===== src/rtl/memory_access_pkg.sv =====
`default_nettype none
// ============================================================================
//  Module      : memory_access_pkg
//  Description : Shared types and constants for the memory-access stage:
//                FSM state encoding, access-size codes, CBNZ opcode prefix
//                and small decode helpers for byte masks.
//  Revision    : 1.0 - initial release
// ============================================================================
package memory_access_pkg;

    localparam int C_WORD  = 64;
    localparam int C_BYTES = 8;

    typedef enum logic [1:0] {
        MA_IDLE  = 2'd0,
        MA_CHECK = 2'd1,
        MA_REQ   = 2'd2,
        MA_DONE  = 2'd3
    } ma_state_t;

    // opcode[10:9] encodes log2 of the access size in bytes
    localparam logic [1:0] C_SIZE_B = 2'd0;
    localparam logic [1:0] C_SIZE_H = 2'd1;
    localparam logic [1:0] C_SIZE_W = 2'd2;
    localparam logic [1:0] C_SIZE_D = 2'd3;

    localparam logic [7:0] C_CBNZ_PREFIX = 8'hB5;

    // Low-address bits that must be zero for an access of this size
    function automatic logic [2:0] size_mask(input logic [1:0] size);
        logic [2:0] m;
        unique case (size)
            C_SIZE_B: m = 3'b000;
            C_SIZE_H: m = 3'b001;
            C_SIZE_W: m = 3'b011;
            default:  m = 3'b111;
        endcase
        return m;
    endfunction

    // Byte enables for an access of this size starting at lane 0
    function automatic logic [C_BYTES-1:0] lane_enables(input logic [1:0] size);
        logic [C_BYTES-1:0] e;
        unique case (size)
            C_SIZE_B: e = 8'h01;
            C_SIZE_H: e = 8'h03;
            C_SIZE_W: e = 8'h0F;
            default:  e = 8'hFF;
        endcase
        return e;
    endfunction

endpackage
`default_nettype wire


===== src/rtl/memory_access_load_align.sv =====
`default_nettype none
// ============================================================================
//  Module      : memory_access_load_align
//  Description : Combinational load aligner. Shifts the addressed byte lane
//                of a read doubleword down to bit 0, keeps 'size' bytes and
//                zero- or sign-extends the result to a full word.
//  Ports       : i_rdata    - read doubleword from the bus
//                i_offset   - byte offset within the doubleword
//                i_size     - access size code (B/H/W/D)
//                i_sign_ext - 1 = sign-extend, 0 = zero-extend
//                o_value    - extended load result
//  Revision    : 1.0 - initial release
// ============================================================================
module memory_access_load_align
    import memory_access_pkg::*;
(
    input  logic [C_WORD-1:0] i_rdata,
    input  logic [2:0]        i_offset,
    input  logic [1:0]        i_size,
    input  logic              i_sign_ext,
    output logic [C_WORD-1:0] o_value
);

    logic [C_WORD-1:0] w_lane;

    always_comb begin
        w_lane  = i_rdata >> {i_offset, 3'b000};
        o_value = '0;
        unique case (i_size)
            C_SIZE_B: o_value = {{56{i_sign_ext & w_lane[7]}},  w_lane[7:0]};
            C_SIZE_H: o_value = {{48{i_sign_ext & w_lane[15]}}, w_lane[15:0]};
            C_SIZE_W: o_value = {{32{i_sign_ext & w_lane[31]}}, w_lane[31:0]};
            default:  o_value = w_lane;
        endcase
    end

endmodule
`default_nettype wire


===== src/rtl/memory_access.sv =====
`default_nettype none
// ============================================================================
//  Module      : memory_access
//  Description : Memory stage following Execute. Latches Execute results on a
//                start pulse, checks alignment, resolves the branch decision
//                and performs one load/store on a req/ack data bus.
//  Ports       : clk, reset (sync, active-high), start
//                Execute side : opcode, alu_result, read_data2, branch_target,
//                               zero, mem_read, mem_write, branch, uncond_branch
//                Bus side     : mem_req, mem_we, mem_addr, mem_be, mem_wdata,
//                               mem_rdata, mem_ack
//                Results      : read_data, pc_src, branch_target_q, done,
//                               busy, fault
//  Revision    : 1.0 - initial release
// ============================================================================
module memory_access
    import memory_access_pkg::*;
(
    input  logic                clk,
    input  logic                reset,
    input  logic                start,
    input  logic [10:0]         opcode,
    input  logic [C_WORD-1:0]   alu_result,
    input  logic [C_WORD-1:0]   read_data2,
    input  logic [C_WORD-1:0]   branch_target,
    input  logic                zero,
    input  logic                mem_read,
    input  logic                mem_write,
    input  logic                branch,
    input  logic                uncond_branch,
    output logic                mem_req,
    output logic                mem_we,
    output logic [C_WORD-1:0]   mem_addr,
    output logic [C_BYTES-1:0]  mem_be,
    output logic [C_WORD-1:0]   mem_wdata,
    input  logic [C_WORD-1:0]   mem_rdata,
    input  logic                mem_ack,
    output logic [C_WORD-1:0]   read_data,
    output logic                pc_src,
    output logic [C_WORD-1:0]   branch_target_q,
    output logic                done,
    output logic                busy,
    output logic                fault
);

    ma_state_t          r_state;
    ma_state_t          w_next_state;

    logic [7:0]         r_opcode_hi;      // opcode[10:3]; low bits carry no decode
    logic [C_WORD-1:0]  r_addr;
    logic [C_WORD-1:0]  r_store_data;
    logic [C_WORD-1:0]  r_branch_target;
    logic               r_zero;
    logic               r_mem_read;
    logic               r_mem_write;
    logic               r_branch;
    logic               r_uncond_branch;
    logic [C_WORD-1:0]  r_read_data;
    logic               r_pc_src;
    logic               r_fault;

    logic [1:0]         w_size;
    logic [2:0]         w_offset;
    logic               w_access;
    logic               w_fault;
    logic               w_pc_src;
    logic               w_is_cbnz;
    logic [C_WORD-1:0]  w_load_value;
    logic               w_unused_opcode;

    assign w_unused_opcode = ^opcode[2:0];

    assign w_size    = r_opcode_hi[7:6];
    assign w_offset  = r_addr[2:0];
    assign w_access  = r_mem_read | r_mem_write;
    assign w_is_cbnz = (r_opcode_hi == C_CBNZ_PREFIX);
    assign w_pc_src  = r_uncond_branch | (r_branch & (r_zero ^ w_is_cbnz));
    // Alignment only matters when the bus is actually used; asking for both
    // a read and a write is always an error.
    assign w_fault   = (r_mem_read & r_mem_write)
                     | (w_access & (|(w_offset & size_mask(w_size))));

    memory_access_load_align u_load_align (
        .i_rdata    (mem_rdata),
        .i_offset   (w_offset),
        .i_size     (w_size),
        .i_sign_ext (w_size == C_SIZE_W),
        .o_value    (w_load_value)
    );

    always_ff @(posedge clk) begin
        if (reset) begin
            r_state <= MA_IDLE;
        end else begin
            r_state <= w_next_state;
        end
    end

    always_comb begin
        w_next_state = r_state;
        mem_req      = 1'b0;
        mem_we       = 1'b0;
        mem_addr     = '0;
        mem_be       = '0;
        mem_wdata    = '0;
        done         = 1'b0;
        busy         = (r_state != MA_IDLE);
        unique case (r_state)
            MA_IDLE: begin
                if (start) begin
                    w_next_state = MA_CHECK;
                end
            end
            MA_CHECK: begin
                if (w_fault || !w_access) begin
                    w_next_state = MA_DONE;
                end else begin
                    w_next_state = MA_REQ;
                end
            end
            MA_REQ: begin
                mem_req   = 1'b1;
                mem_we    = r_mem_write;
                mem_addr  = {r_addr[C_WORD-1:3], 3'b000};
                mem_be    = lane_enables(w_size) << w_offset;
                mem_wdata = r_store_data << {w_offset, 3'b000};
                if (mem_ack) begin
                    w_next_state = MA_DONE;
                end
            end
            default: begin
                done         = 1'b1;
                w_next_state = MA_IDLE;
            end
        endcase
    end

    always_ff @(posedge clk) begin
        if (reset) begin
            r_opcode_hi     <= '0;
            r_addr          <= '0;
            r_store_data    <= '0;
            r_branch_target <= '0;
            r_zero          <= 1'b0;
            r_mem_read      <= 1'b0;
            r_mem_write     <= 1'b0;
            r_branch        <= 1'b0;
            r_uncond_branch <= 1'b0;
            r_read_data     <= '0;
            r_pc_src        <= 1'b0;
            r_fault         <= 1'b0;
        end else begin
            if (r_state == MA_IDLE && start) begin
                r_opcode_hi     <= opcode[10:3];
                r_addr          <= alu_result;
                r_store_data    <= read_data2;
                r_branch_target <= branch_target;
                r_zero          <= zero;
                r_mem_read      <= mem_read;
                r_mem_write     <= mem_write;
                r_branch        <= branch;
                r_uncond_branch <= uncond_branch;
            end
            if (r_state == MA_CHECK) begin
                r_fault  <= w_fault;
                r_pc_src <= w_pc_src;
            end
            // Stores leave the previous load result in place
            if (r_state == MA_REQ && mem_ack && r_mem_read) begin
                r_read_data <= w_load_value;
            end
        end
    end

    assign read_data       = r_read_data;
    assign pc_src          = r_pc_src;
    assign fault           = r_fault;
    assign branch_target_q = r_branch_target;

endmodule
`default_nettype wire


===== config.mk =====
export PLATFORM = sky130hd
export DESIGN_NAME = memory_access
export DESIGN_NICKNAME = d
export VERILOG_FILES = /design/src/rtl/memory_access_pkg.sv /design/src/rtl/memory_access_load_align.sv /design/src/rtl/memory_access.sv
export SDC_FILE = /design/constraint.sdc
export NUM_CORES = 1
export LEC_CHECK = 0
export ABC_CLOCK_PERIOD_IN_PS = 2750
export BUFFER_PORTS_ARGS = -buffer_cell sky130_fd_sc_hd__buf_2
export CAP_MARGIN = 0
export CORE_AREA = 2 2 210 212
export CTS_CLUSTER_SIZE = 14
export DETAILED_ROUTE_END_ITERATION = 7
export DIE_AREA = 0 0 212 214
export PLACE_DENSITY_LB_ADDON = 0.1
export SYNTH_ARGS = -nofsm -noshare
export SYNTH_HDL_FRONTEND = slang
export SYNTH_HIERARCHICAL = 1
export SYNTH_SLANG_ARGS = --single-unit

===== constraint.sdc =====
create_clock -name clk -period 2.75 [get_ports clk]
set_input_delay 0.4125 -clock clk [delete_from_list [all_inputs] [get_ports clk]]
set_output_delay 0.4125 -clock clk [all_outputs]
set_load 0.01 [all_outputs]

==> results.yml, run 1 <==
clock_tree:
  cts_hold_buffers: 0
  path_clk_slew_ns: 0.06
  cts-root-buf: "clkbuf_16"
  numCtsBuffers: 35
  cts_buffer_depth: 3
  clk_latency_ns: 0.55
  numClockSinks: 273
  cts_tree: "yes"
  cts-htree-levels: 2
sta:
  setup_viol_count_final: 0
  tightest_slew_ns: 0.884
  drv_slew: 0
  skew_ns: 0.00985
  rsz0062_at_grt: "true"
  setup_ws_ns: 0.115
  hold_viol: 0
  fmax_mhz: 380
  relSlewSlack_pct: 40.9
  fin_crit_ns: 2.63
  finalCritPeriodShare_pct: 95.8
synthesis:
  yosys.cell_count.top_type: "nand2_1"
  synth_cell_types: 55
  synth_seq_area_share_pct: 38.1
  yosysTopAreaCellShare_pct: 38.1
  yosysTopAreaCell: "dfxtp_1"
  yosys_warnings: 6
  synthCells: 1821
  synth_area_leaders: "dfxtp_1 38%, nand2_1 16%, a21oi_1 10%"
  ys_ff_latch: 273
  syn_avg_cell_area_um2: 7.88
  synth-main-ff-cell: "dfxtp_1"
  synth_enable_flop_cells: 0
  syn_area_mm2: 0.0144
  synthTopCellsByCount: "596 x nand2_1, 300 x a21oi_1, 273 x dfxtp_1"
  ys_async_sr_fraction_pct: 0
placed_design:
  io_buffer_count: 539
  dpl.hpwl_um: 40500
  place_congestion: 0.846
  dp_slack_ns: 0.446
floorplan:
  core_mm2: 0.0429
  start_util_pct: 33.5
  io-pin-count: 546
  fp.dieH_um: 214
  die_x_um: 212
  die_area_mm2: 0.0454
  row_count: 76
global_routing:
  antenna_found_initial: 11
  grt_pass1_vias: 14214
  grt_usage_pct: 23.9
  grt_max_degree: 119
  grt_pass1_wl_um: 84200
  grt_overflow_total: 0
routing:
  routed_via_density: 5.08
  drtIter0Drc: 971
  dr.pass1.iters: 7
  drc: 0
  finalWirelength_um: 56100
  vias: 14731
  drtAntennaViolNets: 0
  post_drt_wl_per_cell_um: 19.4
worst_setup_path:
  cp_num_buf_inv: 2
  path_cells: "buf_12, mux4_2, a21oi_1, nor2_1, buf_2"
  cp_slowest_cell: "mux4_2"
  path_class: "register to primary output"
  r2r_cells: 8
  timing.rr.start: "r_addr[0]"
  cp-end-kind: "primary output"
  crit_required_ns: 2.34
  slowest_delay_ns: 0.52
  worstPathMaxFanout: 23
  worstSetupStartpointType: "register"
  cpLargestDelayFamily: "multiplexers"
  rr_endpoint: "read_data[9]"
  r2r_setup_slack_ns: 0.23
  arrival_ns: 2.22
pwr:
  power_mw: 14.7
  power.ir.vdd_worst_mv: 0.649
  pwr-share-seq_pct: 34.4
  p_comb_share_pct: 34.0
  p_sw_mw: 5.36
  p_int_mw: 9.33
  p_clk_share_pct: 31.7
  p_leak_nw: 8.04
  power.density_mw_per_mm2: 784
  switching_share_pct: 36.5
worst_hold_path:
  hold_path.class: "input pin to register"
  hold_depth: 3
  hp-start: "alu_result[1]"
  hold_end: "r_addr[1]"
layout:
  nNetsFinal: 2566
  areaGrowthSynthToFinish_pct: 30.5
  multiInputGateArea_mm2: 0.00799
  fillers: 4557
  drive_gt1_share_pct: 31.7
  register_area_mm2: 0.00548
status:
  status: "finished clean"
job:
  max_cap_viol_count: 0
==> power by group through the flow <==
stage	Combinational [mW]	Clock, mW	Sequential [mW]
floorplan	3.35	0	5.02
global placement	4.89	0	5.15
detailed placement	4.94	0	5.17
CTS	5.00	4.80	5.06
global route	5.51	4.96	5.12
finish	4.99	4.65	5.05
==> registers in the layout, summed over array words and instances (netlist names) <==
signal	cells
branch_target_q	64
r_addr	64
r_store_data	64
read_data	64
r_opcode_hi	8
r_state	2
fault	1
pc_src	1
r_branch	1
r_mem_read	1
r_mem_write	1
r_uncond_branch	1
r_zero	1
==> cells by family after synthesis <==
group,count (synthesis),synth area share [%]
AO/OA/AOI/OAI,394,15.3
XOR/XNOR,2,0.122
adder cells (fa/ha/maj),4,0.349
buffers and inverters,174,6.47
flip-flops,273,38.1
multiplexers,155,15.5
other,1,0.0261
AND/OR/NAND/NOR,818,24.1
==> worst min-delay path, cell delays in order <==
cell and delay (ns):
buf_2 0.10, nand2_1 0.05, a21oi_1 0.05
==> metrics by stage <==
stage | std cells | hold WS, ns | utilization [%] | area, um^2 | setup TNS, ns
after global placement | 2829 | 0.437 | 40.8 | 17500 | 0
after global routing | 2898 | 0.0828 | 43.7 | 18700 | -0.00335
final | 2898 | 0.100 | 43.7 | 18700 | 0
after floorplan | 1823 | 0.431 | - | 14400 | 0
after detailed placement | 2829 | 0.442 | 40.8 | 17500 | 0
after CTS | 2893 | 0.0642 | 43.6 | 18700 | 0
==> layout by cell type, fill, tap and decap left out, drive strengths merged, types with 16 or more instances in the layout <==
master,instances
and2,83
nand4,27
mux4,51
a21oi,301
mux2i,86
nand2,597
o2111ai,16
o2bb2ai,17
mux2,18
buf,593
clkbuf,51
o21ai,31
nor2,66
dfxtp,273
==> worst max path at each step <==
stage               startpoint             to  slack [ns]  cells past startpoint
floorplan           r_state[0]  mem_wdata[39]        0.83                      6
global placement     r_addr[0]  mem_wdata[44]        0.42                      5
detailed placement   r_addr[0]  mem_wdata[44]        0.45                      5
CTS                  r_addr[0]  mem_wdata[44]       0.008                      5
global route        r_state[0]  mem_wdata[22]      -0.003                      7
finish               r_addr[0]  mem_wdata[44]        0.12                      5
==> repair_timing <==
item                       in CTS  in global routing
resized for setup               0                  2
hold endpoints to repair        0                  0
setup buffers                   3                  2
setup endpoints to repair      28                 23
pin swaps                       0                  1
==> metal layers <==
metal	share of wire, %	GRT usage [%]	vias up
met5	0.11	0	-
met3	7.7	5.79	95
met4	2.8	7.77	10
met1	41	29.7	6936
met2	49	40.3	582
li1	-	-	7108
==> cell type report <==
type,instances,share of cell area [%]
clock inverter,10,0.648
timing repair buffer,593,17.8
inverter,7,0.140
multi-input combinational,1376,42.7
tap,585,3.91
clock buffer,51,5.54
antenna,3,0.0401
sequential,273,29.2
Note: power is estimated with default switching activity, not from simulation.
==> run 2, diff against run 1 <==
- ABC_CLOCK_PERIOD_IN_PS: 2750 -> 3370
- clock period: 2.75 -> 3.37 ns (I/O delays scaled with it)
==> run 2 against run 1 <==
Against the previous run:
- global-route usage down 0.26 points
- critical path depth did not move
- flip-flop and latch count stayed put
- via count fell by 0.39%
- sequential share of layout area grew 0.46 points
- worst hold slack improved by 0.097 ns
- wire length is 0.70% lower
- worst setup slack improved by 0.17 ns
- cell count down 0.48%
- register-to-register slack better by 0.63 ns
- clock skew up 0.015 ns
- power fell by 20%
- critical path type unchanged
- critical endpoint is now mem_wdata[56]
- largest power group unchanged
==> results.yml, run 2 (synthesized netlist as in run 1, its figures left out) <==
worst_hold_path:
  hold_path.class: "input pin to register"
routing:
  post_drt_wl_per_cell_um: 19.3
  drc: 0
  routed_via_density: 5.09
  drtIter0Drc: 925
  wl_met1_um: 22900
  wl_met2_um: 26700
  vias: 14674
  wl_met3_um: 4530
  drtAntennaViolNets: 0
  finalWirelength_um: 55700
  top_layer_used: "met5"
  dr.pass1.iters: 5
clock_tree:
  numCtsBuffers: 35
  postCtsSetupBuffers: 0
  post_cts_resized: 0
  cts-root-buf: "clkbuf_16"
  cts_tree: "yes"
  cts_buffer_depth: 3
  clk_latency_ns: 0.54
  path_clk_slew_ns: 0.06
  numClockSinks: 273
  cts-htree-levels: 2
  cts_hold_buffers: 0
worst_setup_path:
  crit_required_ns: 2.86
  path_cells: "buf_4, mux2_2, o211ai_1, a21oi_1, buf_2"
  slowest_delay_ns: 0.77
  path_class: "register to primary output"
  r2r_setup_slack_ns: 0.86
  worstPathMaxFanout: 46
  cp-end-kind: "primary output"
  cp_slowest_cell: "dfxtp_4"
  worstSetupStartpointType: "register"
  arrival_ns: 2.58
pwr:
  power.ir.vdd_worst_mv: 0.434
  p_sw_mw: 4.35
  pwr-share-seq_pct: 35.5
  switching_share_pct: 37.1
  p_comb_share_pct: 33.6
  p_clk_share_pct: 30.9
  p_int_mw: 7.37
  power.density_mw_per_mm2: 636
  p_leak_nw: 7.89
global_routing:
  grt_max_degree: 80
  grt_pass1_wl_um: 83100
  grt_usage_pct: 23.6
  grt_pass1_vias: 14033
  grt_overflow_total: 0
  antenna_found_initial: 14
placed_design:
  dpl.hpwl_um: 40600
  io_buffer_count: 539
  place_congestion: 0.861
  dp_slack_ns: 0.866
floorplan:
  die_x_um: 212
  row_count: 76
  core_mm2: 0.0429
  start_util_pct: 33.5
  die_area_mm2: 0.0454
  io-pin-count: 546
  fp.dieH_um: 214
layout:
  most-common-layout-cells: "595 x nand2_1, 538 x buf_2, 300 x a21oi_1"
  areaGrowthSynthToFinish_pct: 28.4
  nNetsFinal: 2549
  drive_gt1_share_pct: 31.0
  final_common_cell: "nand2_1"
sta:
  setup_ws_ns: 0.289
  finalCritPeriodShare_pct: 91.4
  setup_tns_ns: 0
  rsz0062_at_grt: "false"
  tightest_slew_ns: 0.900
  hold_viol: 0
  fin_crit_ns: 3.08
  skew_ns: 0.0245
  setup_viol_count_final: 0
  fmax_mhz: 325
  drv_slew: 0
  relSlewSlack_pct: 39.9
job:
  max_cap_viol_count: 0
status:
  status: "finished clean"
run 2: cell count changes in the layout (fill, tap and decap cells not counted), sizes merged:
| cell | before | now |
|---|---|---|
| buf | 593 | 576 |
| diode | 3 | 9 |
| clkbuf | 51 | 47 |
| bufinv | 2 | 1 |
| inv | 7 | 9 |
| clkinv | 7 | 8 |
| clkinvlp | 1 | 0 |
run 2: final timing paths:
check,start,endpoint,depth (start not counted)
worst min register to register,r_addr[23],r_addr[23],2
worst max register to register,r_addr[1],read_data[61],8
worst max-delay path,r_addr[1],mem_wdata[56],5
worst min-delay path,alu_result[1],r_addr[1],3
run 2: critical path: cells and delay by family (launching register included):
kind | cells | cell delay (ns)
AO/OA/AOI/OAI | 2 | 0.40
buffers and inverters | 2 | 0.46
flip-flops | 1 | 0.77
multiplexers | 1 | 0.36
run 2: power by group through the flow:
stage                     sequential (mW)  clock (mW)  combinational [mW]
final                                4.16        3.62                3.94
after global routing                 4.22        3.84                4.36
after CTS                            4.16        3.72                3.99
after detailed placement             4.23           0                3.98
after global placement               4.21           0                3.95
after floorplan                      4.10           0                2.73
run 2: through the flow:
stage | cells | total power, mW | utilization, % | hold slack [ns] | area (um^2)
after detailed placement | 2817 | 8.20 | 40.4 | 0.442 | 17300
after global placement | 2817 | 8.16 | 40.4 | 0.437 | 17300
after global routing | 2882 | 12.4 | 43.0 | 0.185 | 18400
after CTS | 2875 | 11.9 | 42.9 | 0.168 | 18400
after floorplan | 1823 | 6.83 | - | 0.431 | 14400
final | 2884 | 11.7 | 43.0 | 0.198 | 18400
run 2: layer usage:
layer  up-vias  global-route usage (%)
met4         8                    8.10
li1       7087                       -
met2       545                    39.3
met1      6944                    29.4
met3        90                    6.14
met5         -                       0
run 2: final cells by class:
cell class                 instances  area [um^2]
sequential                       273         5480
clock buffer                      47          982
fill                            4557        24400
timing repair buffer             576         3110
tap                              585          732
clock inverter                    11         98.8
multi-input combinational       1376         7990
inverter                           7         26.3
antenna                            9         22.5
